**config.mk**
```make
export PLATFORM = sky130hd
export DESIGN_NAME = pc_unit
export DESIGN_NICKNAME = d
export VERILOG_FILES = /design/src/rtl/pc_unit.sv
export SDC_FILE = /design/constraint.sdc
export NUM_CORES = 1
export LEC_CHECK = 0
export BUFFER_PORTS_ARGS = -buffer_cell sky130_fd_sc_hd__clkbuf_2
export CAP_MARGIN = 40
export CORE_MARGIN = 3
export CORE_UTILIZATION = 41
export CTS_CLUSTER_SIZE = 20
export DETAILED_ROUTE_END_ITERATION = 6
export PLACE_DENSITY = 0.69
export SYNTH_ARGS = -nofsm -noshare
export SYNTH_HDL_FRONTEND = slang
export SYNTH_SLANG_ARGS = --single-unit
export TNS_END_PERCENT = 100
```
**constraint.sdc**
```tcl
create_clock -name clk -period 5.5 [get_ports clk]
set_input_delay 1.1 -clock clk [delete_from_list [all_inputs] [get_ports clk]]
set_output_delay 1.1 -clock clk [all_outputs]
set_load 0.02 [all_outputs]
```
**src/rtl/pc_unit.sv**
```systemverilog
// Program-counter stage: selects and registers the next fetch address, with RUN/HALT/FAULT control.
// Optional retired-instruction counter enabled by defining PC_TRACE_EN.
module pc_unit #(
    parameter logic [31:0] RESET_PC   = 32'h0000_0000,
    parameter int unsigned IMEM_BYTES = 256
) (
    input  logic        clk,
    input  logic        rst_n,
    input  logic        pc_write_en,
    input  logic [5:0]  op,
    input  logic        branch_taken,
    input  logic [15:0] branch_imm,
    input  logic        jump,
    input  logic [31:0] jump_pc,
    input  logic        jr,
    input  logic [31:0] jr_target,
    output logic [31:0] pc,
    output logic [31:0] pc_plus4,
    output logic        halted,
    output logic        fault,
    output logic [31:0] instr_count
);

    localparam logic [5:0]  OP_HALT = 6'b111111;
    localparam logic [31:0] PC_MAX  = 32'(IMEM_BYTES - 4);

    typedef enum logic [1:0] {
        S_RUN,
        S_HALT,
        S_FAULT
    } state_t;

    state_t      state, state_nxt;
    logic [31:0] pc_nxt;
    logic [31:0] target;
    logic [31:0] branch_off;
    logic        target_ok;

    assign pc_plus4   = pc + 32'd4;
    assign branch_off = {{14{branch_imm[15]}}, branch_imm, 2'b00};

    always_comb begin
        target = pc_plus4;
        if (jr)
            target = jr_target;
        else if (jump)
            target = jump_pc;
        else if (branch_taken)
            target = pc_plus4 + branch_off;
    end

    // Wrapped results land above PC_MAX, so one unsigned compare covers them too.
    assign target_ok = (target[1:0] == 2'b00) && (target <= PC_MAX);

    always_comb begin
        state_nxt = state;
        pc_nxt    = pc;
        if (state == S_RUN) begin
            if (op == OP_HALT) begin
                state_nxt = S_HALT;
            end else if (pc_write_en) begin
                if (target_ok)
                    pc_nxt = target;
                else
                    state_nxt = S_FAULT;
            end
        end
    end

    always_ff @(posedge clk or negedge rst_n) begin
        if (!rst_n) begin
            state <= S_RUN;
            pc    <= RESET_PC;
        end else begin
            state <= state_nxt;
            pc    <= pc_nxt;
        end
    end

    assign halted = (state == S_HALT);
    assign fault  = (state == S_FAULT);

`ifdef PC_TRACE_EN
    logic        load;
    logic [31:0] count_q;

    assign load = (state == S_RUN) && (op != OP_HALT) && pc_write_en && target_ok;

    always_ff @(posedge clk or negedge rst_n) begin
        if (!rst_n)
            count_q <= '0;
        else if (load)
            count_q <= count_q + 32'd1;
    end

    assign instr_count = count_q;
`else
    assign instr_count = '0;
`endif

endmodule
```
## Yosys cells after proc, flatten, opt, wreduce, memory -nomap -nowiden

Index checks and enable logic that the tools add are counted.
W data, S select, Z words.

| storage, ports and cells | value |
|---|---|
| output and inout bits | 98 |
| word-level logic and storage cells | 22 |
| memory bits (writable) | 0 |
| input port bits | 92 |
| ROM bits | 0 |
| register bits after elaboration | 34 |
| bits in latches | 0 |
| memories | 0 |

| cells by class | value |
|---|---|
| bitwise gates (word level) | 1 |
| divide/modulo/power cells | 0 |
| shift-type cells | 0 |
| order comparisons | 1 |
| equal/unequal tests | 4 |
| $add $sub $neg | 2 |
| $mul | 0 |
| reduce and logical (&&, ||, !) cells | 6 |
| mux-type cells | 6 |

Operators with widths:

| operator | number |
|---|---|
| $mux W32 | 3 |
| $add A32 B3 Y32 const B | 1 |
| $add A32 B32 Y32 | 1 |
| $le A32 B8 Y1 const B | 1 |
| $eq A6 B6 Y1 const B | 1 |
| $mux W2 | 3 |
| $logic_not A2 Y1 | 2 |
| $reduce_and A4 Y1 | 1 |
| $reduce_and A3 Y1 | 1 |
| $eq A2 B1 Y1 const B | 1 |
| $eq A2 B2 Y1 const B | 1 |
| $ne A2 B1 Y1 const B | 1 |
| $reduce_bool A2 Y1 | 1 |
| $logic_and A1 B1 Y1 | 1 |
| $not A1 Y1 | 1 |

## Depth between registers and ports, before layout

| logic depth | value |
|---|---|
| depth after elaboration | 10 |
| depth in mapped cells | 20 |
| gate-level depth less buffers | 17 |

## Worst setup path after synthesis

No wires, ideal clock.

| path | value |
|---|---|
| path kind | register -> register |
| start point | reg pc[8] |
| end point | reg pc[5] |
| required time | 5.373 ns |
| path buffers | 3 |
| arrival | 4.736 ns |
| setup slack | 0.637 ns |
| library setup time | 0.127 ns |
| period minus slack after synthesis | 4.863 ns |
| cell stages (with the launch flop) | 19 |
| cells stage by stage | dfrtp_1 > nand4_2 > or3_1 > nor2_1 > nand2_1 > xnor2_1 > ha_1 > clkbuf_1 > and2_1 > a221o_1 > a311oi_1 > o21ai_0 > a211oi_1 > xor2_1 > nor3_1 > nor4bb_1 > buf_2 > buf_6 > mux2_1 |

| on the way | value |
|---|---|
| longest elaborated chain between the ends | 8 |

RTL lines:

| item | line | RTL |
|---|---|---|
| start, declared | 17 | `output logic [31:0] pc,` |
| start signal, assigned | 76 | `pc <= pc_nxt;` |
| $add A32 B3 Y32 (*) | 39 | `assign pc_plus4 = pc + 32'd4;` |
| via pc_plus4[25] | 18 | `output logic [31:0] pc_plus4,` |
| $add A32 B32 Y32 | 49 | `target = pc_plus4 + branch_off;` |
| $mux W32 (*) | 48 | `else if (branch_taken)` |
| $mux W32 (*) | 46 | `else if (jump)` |
| $mux W32 (*) | 44 | `if (jr)` |
| $le A32 B8 Y1 (*) | 53 | `assign target_ok = (target[1:0] == 2'b00) && (target <= PC_MAX);` |
| $logic_and A1 B1 Y1 (*) | 53 |  |
| $reduce_and A4 Y1 (no source line) (*) | - |  |

The timed path passes the listed nets; every way through them passes the cells marked *.
A chain may end at the register's enable or synchronous reset.

## Worst setup path in the final report

| path | value |
|---|---|
| start point | reg pc[3] |
| end point | reg pc[3] |

| on the way | value |
|---|---|
| longest elaborated chain between the ends | 8 |

RTL lines:

| item | line |
|---|---|
| $add A32 B3 Y32 (*) | 39 |
| $add A32 B32 Y32 | 49 |
| $mux W32 (*) | 48 |
| $mux W32 (*) | 46 |
| $mux W32 (*) | 44 |
| $le A32 B8 Y1 | 53 |
| $logic_and A1 B1 Y1 | 53 |
| $reduce_and A4 Y1 (no source line) | - |

Every way passes the cells marked *; elsewhere a longest branch is shown, timed or not.

==> metrics <==
outcome finished, final reports clean; Hold Worst Slack 0.525 ns; GRT met3 Usage 0.0321; most area-consuming cells after synthesis sky130_fd_sc_hd__dfrtp_1, sky130_fd_sc_hd__ha_1, sky130_fd_sc_hd__buf_4, sky130_fd_sc_hd__nand2_1, sky130_fd_sc_hd__o21ai_0; average routed wire per standard cell 18.2 um; R2R Path End pc[3]$_DFFE_PN0P_; DR vias 5711; register area share after synthesis 0.175; number of placed instances with taps included 950; global-route wire length before repair 27.4 mm; GRT Util Overall 0.258; synthesized-area fraction occupied by ao, oa, aoi and oai cells 0.250; final layout net count 944; most used standard cells in the synthesized netlist sky130_fd_sc_hd__nand2_1, sky130_fd_sc_hd__nor2_1, sky130_fd_sc_hd__o21ai_0; Post-DP HPWL 14.6 mm; TritonCTS sink count 34; type of the worst setup path reg -> reg; Core Area 11500 um2; Yosys reg bits 34; class of the tightest hold or removal check reg -> reg; final critical-path required period 5.08 ns; number of DRC markers after the initial detailed-route iteration 461; Setup crit end kind flop; worst supply voltage drop on vdd 0.000188 V; top-level port count 190; met2 track utilization from global routing 0.416; synthesized-area fraction occupied by xor and xnor cells 0.0703; minimum setup slack among reg-to-reg paths 0.42 ns; initial antenna violation count 0; critical path startpoint category flop; Post-synth top flop sky130_fd_sc_hd__dfrtp_1; average cell area after synthesis 7.32 um2; DRC viols 0; final number of setup-violating endpoints 0; clock latency on the worst-skew pair 0.27 ns; clock slew seen by the registers of the worst setup and hold paths 0.05 ns; most frequently used cell type in the post-synthesis netlist sky130_fd_sc_hd__nand2_1; leakage power total 0.00295 uW; via count of the first global-routing pass 5266; fraction of layout instances using a drive strength above 1 0.249; adder and majority cell fraction of the synthesized area 0.0916; end point of the most critical hold path state[1]$_DFFE_PN0P_; number of cells produced by synthesis 664; number of iterations in the first detailed-routing pass 5; Synth cell types 72; number of cell instances on the worst register-to-register path 18; number of routed nets with antenna violations 0; Die Span X 115 um; area share of and/or/nand/nor cells after synthesis 0.295; master cell of the clock root buffer sky130_fd_sc_hd__clkbuf_16; overall overflow remaining after global route 0; share of synthesized registers carrying an async set or reset 1.00; Pwr per Cell Area 123 nW/um2; RSZ-0062 raised after global routing no; total number of H-tree levels 2; diodes inserted 0; PortBufs 157; GR Util met1 0.356; die span in y 115 um; WP data arrival 5.23 ns; netlist area before placement 4860 um2; worst rel slew slack 0.464; setup_tns 0 ns; total die area 13200 um2; worst slack, placed 0.282 ns; final worst path period share 0.924; setup clock skew after layout 0.00476 ns; max-cap violation count 0; top-area cell type share of the netlist area 0.175; non-filler cells in the finished layout 959; utilization after layout 0.512; critical hold path startpoint state[1]$_DFFE_PN0P_; Max Clk Rate 0.197 GHz; Worst Tran Pin Value 0.805 ns; smallest setup slack after layout 0.420 ns; multiplexer area fraction after synthesis 0.0219; TritonCTS clock tree yes; final hold violations 0; cell type with the highest aggregate area in the netlist sky130_fd_sc_hd__dfrtp_1; Clock Path Buffers 2; Reg2Reg Launch Point pc[3]$_DFFE_PN0P_; effective utilization at floorplan 0.422; row count 39; number of buffers created by CTS 5; dominant combinational cell family by area after synthesis simple AND/OR/NAND/NOR gates; routed wire length 17.5 mm; pins over their slew limit 0; busiest metal layer after global routing met2; Synth warnings 0; pin count of the biggest net entering global routing 35; number of enable-type register cells in the synthesized netlist 0; final RePlAce weighted congestion 0.997; vias per cell 5.96; required time of the worst setup path 5.66 ns; critical-path maximum fanout 8; worst hold path depth 1; P&R area growth vs syn 21.2%
metal layers:
metal / part of all wire / wire length [um]
met2: 0.45 / 7900
met1: 0.42 / 7280
met4: 0.036 / 629
met5: 0 / 0
met3: 0.096 / 1670
cell usage in the layout, fill, tap and decap left out, types with 22 or more instances in the layout:
master / instances
sky130_fd_sc_hd__nand3_1: 23
sky130_fd_sc_hd__ha_1: 34
sky130_fd_sc_hd__nor2b_1: 29
sky130_fd_sc_hd__clkbuf_2: 157
sky130_fd_sc_hd__a21oi_1: 39
sky130_fd_sc_hd__nand2_1: 69
sky130_fd_sc_hd__conb_1: 32
sky130_fd_sc_hd__nor2_1: 51
sky130_fd_sc_hd__o21ai_0: 46
sky130_fd_sc_hd__buf_4: 22
sky130_fd_sc_hd__nor3_1: 27
sky130_fd_sc_hd__dfrtp_1: 34
registers in the layout, summed over array words and instances, names as in the netlist:
name	cells
pc	32
state	2
through the flow:
step / instance area (um2) / power, uW
6_report: 5890 / 726
5_1_grt: 5890 / 764
4_1_cts: 5850 / 726
3_5_place_dp: 5710 / 460
3_3_place_gp: 5710 / 460
2_1_floorplan: 4980 / 402
power by group:
| group | switching, uW | internal (uW) | leakage (uW) | total [uW] |
|---|---|---|---|---|
| logic | 131 | 79.0 | 0.00244 | 211 |
| clock network | 90.2 | 174 | 0.0000688 | 265 |
| registers | 0.00598 | 251 | 0.000449 | 251 |
| total | 222 | 504 | 0.00295 | 726 |
how the worst max path moves through the flow:
stage	from	endpoint	slack (ns)
floorplan	pc[8]$_DFFE_PN0P_	pc[5]$_DFFE_PN0P_	0.64
global placement	pc[8]$_DFFE_PN0P_	pc[24]$_DFFE_PN0P_	0.26
detailed placement	pc[3]$_DFFE_PN0P_	pc[31]$_DFFE_PN0P_	0.28
CTS	pc[8]$_DFFE_PN0P_	pc[31]$_DFFE_PN0P_	0.25
global route	pc[8]$_DFFE_PN0P_	pc[3]$_DFFE_PN0P_	0.01
finish	pc[3]$_DFFE_PN0P_	pc[3]$_DFFE_PN0P_	0.42
logic make-up (layout without fill, tap and decap cells):
family / after synthesis / count (layout)
buffers and inverters: 84 / 205
adder cells (fa/ha/maj): 35 / 35
AO/OA/AOI/OAI: 182 / 182
XOR/XNOR: 39 / 39
multiplexers: 10 / 10
other: 1 / 32
AND/OR/NAND/NOR: 279 / 279
flip-flops: 34 / 34
worst max-delay path, stage by stage, from the launching register on:
cell,delay [ns]
sky130_fd_sc_hd__dfrtp_1,0.42
sky130_fd_sc_hd__ha_1,0.25
sky130_fd_sc_hd__nand2_1,0.16
sky130_fd_sc_hd__nor3_4,0.31
sky130_fd_sc_hd__and3_1,0.22
sky130_fd_sc_hd__xor2_1,0.31
sky130_fd_sc_hd__ha_1,0.33
sky130_fd_sc_hd__nand4_1,0.14
sky130_fd_sc_hd__nor3_1,0.28
sky130_fd_sc_hd__a21oi_1,0.18
sky130_fd_sc_hd__and3_1,0.24
sky130_fd_sc_hd__a221o_1,0.35
sky130_fd_sc_hd__a2111oi_0,0.33
sky130_fd_sc_hd__and4_1,0.27
sky130_fd_sc_hd__nand4_1,0.19
sky130_fd_sc_hd__nor4bb_4,0.32
sky130_fd_sc_hd__buf_4,0.19
sky130_fd_sc_hd__buf_12,0.12
sky130_fd_sc_hd__mux2_2,0.33
area by class of cell:
class / count / area [um2]
Tap cell: 143 / 179
Multi-Input combinational cell: 577 / 3680
Sequential cell: 34 / 851
Timing Repair Buffer: 180 / 971
Fill cell: 1204 / 5620
Inverter: 19 / 71.3
Clock buffer: 6 / 139
timing repair:
item,4_1_cts,5_1_grt
buffers inserted,0,3
gates resized for setup,0,1
hold buffers,0,0
setup endpoints to repair,0,32
No activity file was read; power rests on OpenSTA's default activity.
